### src/rtl/dp_wb_writeback_stage.sv
// dp_wb_writeback_stage: register-file write port driver with an iterative, stalling popcount path
module dp_wb_writeback_stage #(
    parameter int XLEN    = 32,
    parameter int CHUNK_W = 8
) (
    input  logic            clk,
    input  logic            reset_n,
    input  logic            FlushW,
    input  logic            RegWriteW,
    input  logic [1:0]      ResultSrcW,
    input  logic [4:0]      A3_W,
    input  logic [XLEN-1:0] ALUResultW,
    input  logic [XLEN-1:0] ReadDataW,
    input  logic [XLEN-1:0] PCNextW,
    input  logic [XLEN-1:0] length_adjusted_W,
    output logic            WE3,
    output logic [4:0]      A3,
    output logic [XLEN-1:0] WD3,
    output logic            StallW,
    output logic            busy
);
    localparam int N_ITER = XLEN / CHUNK_W;
    localparam int AW     = $clog2(XLEN + 1);
    localparam int IW     = N_ITER > 1 ? $clog2(N_ITER) : 1;

    typedef enum logic [1:0] {IDLE, COUNT, DONE} state_t;

    state_t            state_q, state_d;
    logic [XLEN-1:0]   opnd_q, opnd_d;
    logic [4:0]        dest_q, dest_d;
    logic [AW-1:0]     acc_q, acc_d, chunk_cnt;
    logic [IW-1:0]     iter_q, iter_d;
    logic              pop_req;
    logic [XLEN-1:0]   mux_data;

    assign pop_req  = RegWriteW && ResultSrcW == 2'b11 && !FlushW;
    assign mux_data = ResultSrcW == 2'b00 ? ALUResultW :
                      ResultSrcW == 2'b01 ? ReadDataW  :
                      ResultSrcW == 2'b10 ? PCNextW    : '0;

    always_comb begin
        chunk_cnt = '0;
        for (int i = 0; i < CHUNK_W; i++) chunk_cnt = chunk_cnt + AW'(opnd_q[i]);
    end

    // Flush suppresses the write and the stall in whatever state it lands
    always_comb begin
        WE3    = !FlushW && (state_q == DONE ? dest_q != 5'd0 :
                 state_q == IDLE && RegWriteW && ResultSrcW != 2'b11 && A3_W != 5'd0);
        A3     = state_q == IDLE ? A3_W : dest_q;
        WD3    = state_q == DONE ? {{(XLEN-AW){1'b0}}, acc_q} :
                 state_q == IDLE ? mux_data : '0;
        StallW = !FlushW && (state_q == COUNT || (state_q == IDLE && pop_req));
        busy   = state_q != IDLE;
    end

    always_comb begin
        state_d = state_q;
        opnd_d  = opnd_q;
        dest_d  = dest_q;
        acc_d   = acc_q;
        iter_d  = iter_q;
        if (FlushW) begin
            state_d = IDLE;
        end else if (state_q == IDLE && pop_req) begin
            state_d = COUNT;
            opnd_d  = length_adjusted_W;
            dest_d  = A3_W;
            acc_d   = '0;
            iter_d  = '0;
        end else if (state_q == COUNT) begin
            acc_d   = acc_q + chunk_cnt;
            opnd_d  = opnd_q >> CHUNK_W;
            iter_d  = iter_q + IW'(1);
            state_d = iter_q == IW'(N_ITER - 1) ? DONE : COUNT;
        end else if (state_q == DONE) begin
            state_d = IDLE;
        end
    end

    always_ff @(posedge clk or negedge reset_n) begin
        if (!reset_n) begin
            state_q <= IDLE;
            opnd_q  <= '0;
            dest_q  <= '0;
            acc_q   <= '0;
            iter_q  <= '0;
        end else begin
            state_q <= state_d;
            opnd_q  <= opnd_d;
            dest_q  <= dest_d;
            acc_q   <= acc_d;
            iter_q  <= iter_d;
        end
    end
endmodule

### config.mk
export PLATFORM = sky130hd
export DESIGN_NAME = dp_wb_writeback_stage
export DESIGN_NICKNAME = d
export VERILOG_FILES = /design/src/rtl/dp_wb_writeback_stage.sv
export SDC_FILE = /design/constraint.sdc
export NUM_CORES = 1
export LEC_CHECK = 0
export CAP_MARGIN = 30
export CORE_MARGIN = 5
export CORE_UTILIZATION = 36
export DETAILED_ROUTE_END_ITERATION = 7
export PLACE_DENSITY = 0.78
export SYNTH_ARGS = -nofsm -noshare
export SYNTH_HDL_FRONTEND = slang
export SYNTH_SLANG_ARGS = --single-unit
export TNS_END_PERCENT = 20
### constraint.sdc
create_clock -name clk -period 3.6 [get_ports clk]
set_clock_uncertainty 0.2 [all_clocks]
set_input_delay 0.54 -clock clk [delete_from_list [all_inputs] [get_ports clk]]
set_output_delay 0.54 -clock clk [all_outputs]
set_load 0.005 [all_outputs]
## Word-level counts from Yosys, hierarchy flattened

Index checks and enable logic that the tools add are counted.
Widths: inputs -> output; s select.

| storage, ports and cells | value |
|---|---|
| register bits after elaboration | 47 |
| latch bits | 0 |
| memory bits (writable) | 0 |
| memory bits (read-only) | 0 |
| input port bits | 139 |
| output and inout port bits | 40 |
| logic and storage cells | 59 |
| memories | 0 |

| operators by class | value |
|---|---|
| add/sub/neg operators | 9 |
| multiply operators | 0 |
| div/mod/pow operators | 0 |
| magnitude comparators | 0 |
| equality and inequality tests | 7 |
| shift operators | 0 |
| muxes and demuxes | 18 |
| bitwise gates (word level) | 1 |
| reductions and logical operators | 19 |

Operators by type and width:

| cell | number |
|---|---|
| $mux 32 | 7 |
| $mux 2 | 7 |
| $add 6x1->6 | 2 |
| $mux 6 | 2 |
| $reduce_bool 5->1 | 2 |
| $eq 2x2->1 const B | 4 |
| $logic_and 1x1->1 | 8 |
| $add 5x1->6 | 1 |
| $add 6x6->6 | 1 |
| $add 4x1->5 | 1 |
| $mux 5 | 1 |
| $add 3x1->4 | 1 |
| $eq 2x1->1 const B | 2 |
| $logic_not 2->1 | 2 |
| $reduce_and 2->1 | 2 |
| $reduce_bool 2->1 | 2 |
| $reduce_bool 4->1 | 1 |
| $add 2x1->3 | 1 |
| $add 1x1->2 | 1 |
| $add 2x1->2 const B | 1 |
| $ne 2x2->1 const B | 1 |
| $logic_not 1->1 | 1 |
| $logic_or 1x1->1 | 1 |
| $mux 1 | 1 |
| $not 1->1 | 1 |

## Logic depth before layout (Yosys ltp)

| depth | value |
|---|---|
| depth after elaboration | 10 |
| mapped depth | 12 |
| gate-level depth less buffers | 12 |

## Worst setup path before layout

Ideal clock, no wire load.

| path | value |
|---|---|
| kind | register -> register |
| start | register opnd_q[0] |
| end | register acc_q[4] |
| library setup time | 121 ps |
| arrival time | 3179 ps |
| data required time | 3279 ps |
| path slack | 100 ps |
| cell stages (with the launch flop) | 12 |
| buffers on the path | 0 |
| clock period less this slack | 3500 ps |
| cells stage by stage | dfrtp_1 fa_1 inv_1 fa_1 fa_1 fa_1 fa_1 nor2b_1 o21a_1 o21ai_1 xor2_1 nor2_1 |

| between the ends | value |
|---|---|
| word-level cells in the longest chain between the ends | 10 |

RTL lines:

| element | line | source |
|---|---|---|
| start: declaration | 29 | `logic [XLEN-1:0] opnd_q, opnd_d;` |
| start signal: assignment | 90 | `opnd_q <= opnd_d;` |
| $add 1x1->2 | 43 | `for (int i = 0; i < CHUNK_W; i++) chunk_cnt = chunk_cnt + AW'(opnd_q[i]);` |
| $add 2x1->3 | 43 |  |
| $add 3x1->4 | 43 |  |
| $add 4x1->5 | 43 |  |
| $add 5x1->6 | 43 |  |
| $add 6x1->6 (2 in series) | 43 |  |
| $add 6x6->6 | 72 | `acc_d = acc_q + chunk_cnt;` |
| $mux 6 | 71 | `end else if (state_q == COUNT) begin` |
| $mux 6 | 65 | `end else if (state_q == IDLE && pop_req) begin` |
| end signal: assignment | 86 | `acc_q <= '0;` |
| end signal: assignment | 92 | `acc_q <= acc_d;` |
| end: declaration | 31 | `logic [AW-1:0] acc_q, acc_d, chunk_cnt;` |

Every way passes these cells. The select of a mux whose other input is x is not followed.
A chain may end at the register's enable or synchronous reset.

## Worst setup path after layout

Same ends and word-level chain as after synthesis.

==> results.sh <==
export IMPL_status="finished clean"
export IMPL_reg2reg_slack_ps=80
export IMPL_crit_type="reg -> reg"
export IMPL_cts_tree="yes"
export IMPL_combPwrFrac=0.483
export IMPL_gr_usage_all_layers=0.2004
export IMPL_setup_ws_ps=83.43
export IMPL_internal_power_mw=1.544
export IMPL_multi_input_area_mm2=0.001911
export IMPL_worst_pin_slew_ps=881.6
export IMPL_most_common_layout_cells="176 x clkdlybuf4s50_1, 94 x nor2_1, 89 x nand2_1"
export IMPL_firstDrtPassIters=4
export IMPL_cap_violations=0
export IMPL_slowest_delay_ps=530
export IMPL_arrival_ps=3510
export IMPL_dieArea_mm2=0.01118
export IMPL_drive_gt1_frac=0.05734
export IMPL_p_per_area_mw_per_mm2=441.8
export IMPL_cp_start_kind="flop"
export IMPL_ant_nets=0
export IMPL_endpoint_kind="flop"
export IMPL_clock_sinks=47
export IMPL_final_common_cell="clkdlybuf4s50_1"
export IMPL_rows=35
export IMPL_io_buffers=178
export IMPL_path_max_fanout=2
export IMPL_synth_area_top_cells="dfrtp_1 36%, mux2i_1 11%, nor2_1 11%"
export IMPL_pre_cts_slack_ps=10.82
export IMPL_cp_required_ps=3600
export IMPL_die_h_um=105.7
export IMPL_gp_congestion=0.8504
export IMPL_dr_max_layer_used="met4"
export IMPL_cp_top_family="adder cells"
export IMPL_grt_pass1_wl_um=18040
export IMPL_synth_cell_area_mm2=0.003298
export IMPL_route_met2_wl_um=5669
export IMPL_synthesis_nets=577
export IMPL_drt_iter0_markers=173
export IMPL_dp_hpwl_um=9129
export IMPL_ioPinCount=179
export IMPL_synth_avg_cell_area_um2=7.742
export IMPL_hold_class="reg -> reg"
export IMPL_drc_errors=0
export IMPL_cp_num_buf_inv=1
export IMPL_wl_um=11520
export IMPL_antenna_found_initial=0
export IMPL_coreArea_mm2=0.009065
export IMPL_maxSlewHeadroom=0.4123
export IMPL_cts_buffer_depth=2
export IMPL_timing_final_crit_share=0.9768
export IMPL_die_w_um=105.7
export IMPL_hold_viol=0
export IMPL_ys_seq_elements=47
export IMPL_grt_ovfl_total=0
export IMPL_p_sw_mw=0.7889
export IMPL_met3WireLength_um=679
export IMPL_syn_inst=426
export IMPL_path_cells="fa_1 -> inv_1 -> fa_1 -> fa_1 -> fa_2 -> fa_2 -> nor2b_1 -> o21a_1 -> o21ai_2 -> xor2_1 -> nor2_1"
export IMPL_wl_per_cell_um=16.36
export IMPL_insertion_delay_ps=300
export IMPL_ys_seq_area_frac=0.3566
export IMPL_p_sw_frac=0.3382
export IMPL_rsz0062_at_grt="yes"
export IMPL_leakage_nw=2.368
export IMPL_diodes=0
export IMPL_synth_distinct_cells=36
export IMPL_vias_per_cell=5.033
export IMPL_fill_cells=797
export IMPL_grt_max_degree=56
export IMPL_yosysWarningCount=0
export IMPL_hold_ws_ps=304.0
export IMPL_num_vias=3543
export IMPL_dp_cells=694
export IMPL_numCtsBuffers=5
export IMPL_path_clk_slew_ps=90
export IMPL_crit_slowest_cell="fa_1"
export IMPL_start_util=0.3638
export IMPL_p_seq_frac=0.322
export IMPL_cts_root_buffer="clkbuf_8"
export IMPL_grt_pass1_vias=3611
export IMPL_ir_drop_mv=0.2602
export IMPL_yosysTopAreaCell="dfrtp_1"
export IMPL_finalNonFillerCells=704
export IMPL_fin_util=0.5825
export IMPL_nets=743
export IMPL_cp_common_cell="fa_1"
export IMPL_p_clk_frac=0.195
export IMPL_setup_violations=0
export IMPL_htreeDepth=2
export IMPL_register_area_mm2=0.001176
export IMPL_maxSlewViolCount=0
export IMPL_synth_top_area_frac=0.3566
export IMPL_period_needed_ps=3517
export IMPL_area_delta_synth_final_pct=60.09
export IMPL_clock_fmax_ghz=0.2844
export IMPL_wirelength_met1_um=4720
[path summary, 6_finish.rpt]
kind,start,depth (start not counted),to
max in group asynchronous,reset_n,3,opnd_q[6]
hold / removal,opnd_q[30],2,opnd_q[30]
hold reg to reg,opnd_q[30],2,opnd_q[30]
setup / recovery,opnd_q[0],11,acc_q[4]
setup reg to reg,opnd_q[0],11,acc_q[4]
min in group asynchronous,reset_n,2,acc_q[4]
[power by group through the flow]
stage	logic, mW	clock network, mW	registers, mW
2_1_floorplan	0.641	0	0.734
3_3_place_gp	0.983	0	0.754
3_5_place_dp	1.06	0	0.762
4_1_cts	1.08	0.460	0.752
5_1_grt	1.27	0.482	0.769
6_report	1.13	0.455	0.752
[worst min-delay path, stage by stage, from the launching register on]
cell and delay (ps):
dfrtp_1 350, nand3_1 60, nand2_1 60
[routing by layer]
layer	GRT usage	vias to the layer above
met5	0	-
met4	0.07956	0
met3	0.05205	34
met2	0.3320	121
met1	0.2487	1640
li1	-	1748
[area by class of cell]
cell class	instances	share of cell area
multi-input combinational	336	0.3618
timing repair buffer	190	0.3555
sequential	47	0.2227
tap	111	0.02630
clock buffer	6	0.01374
clock inverter	2	0.01137
inverter	12	0.008531
[registers in the layout, indices dropped and copies added, names as in the netlist]
signal and count:
dest_q 5, iter_q 2, acc_q 6, opnd_q 32
state_q 2
[repair_timing]
item,CTS,global route
buffers inserted,0,1
endpoints found under the setup margin,1,1
hold buffers,1,0
pin swaps,0,3
resized for setup,1,2
hold endpoints to repair,6,0
[stage by stage]
| step | cell area (um2) | TNS, ps | total power, mW |
|---|---|---|---|
| 6_report | 5280 | 0 | 2.333 |
| 5_1_grt | 5280 | -110.2 | 2.520 |
| 4_1_cts | 5266 | 0 | 2.293 |
| 3_5_place_dp | 5121 | 0 | 1.822 |
| 3_3_place_gp | 5101 | 0 | 1.737 |
| 2_1_floorplan | 3298 | 0 | 1.375 |
[cell families after synthesis]
group	synth area share
AO/OA/AOI/OAI	0.1278
XOR/XNOR	0.01328
adder cells (fa/ha/maj)	0.05690
buffers and inverters	0.06790
flip-flops	0.3566
multiplexers	0.1259
AND/OR/NAND/NOR	0.2515
[cell usage after synthesis]
library cell and number:
a211oi_1 3, a21boi_0 1, a21o_1 1, a21oi_1 31
a31oi_1 22, buf_1 1, buf_2 11, buf_4 1
buf_6 6, clkbuf_1 12, dfrtp_1 47, fa_1 5
ha_1 7, inv_1 12, mux2_2 4, mux2i_1 37
nand2_1 89, nand2b_1 2, nand3_1 8, nor2_1 94
nor2_2 1, nor2_4 1, nor2b_1 4, nor3_2 2
o2111ai_1 1, o211ai_1 1, o21a_1 1, o21ai_0 7
o21ai_1 1, o22ai_1 3, o2bb2ai_1 1, or2_2 1
or3_1 1, or4_1 2, xnor2_1 3, xor2_1 2
(Power assumes the default switching activity.)
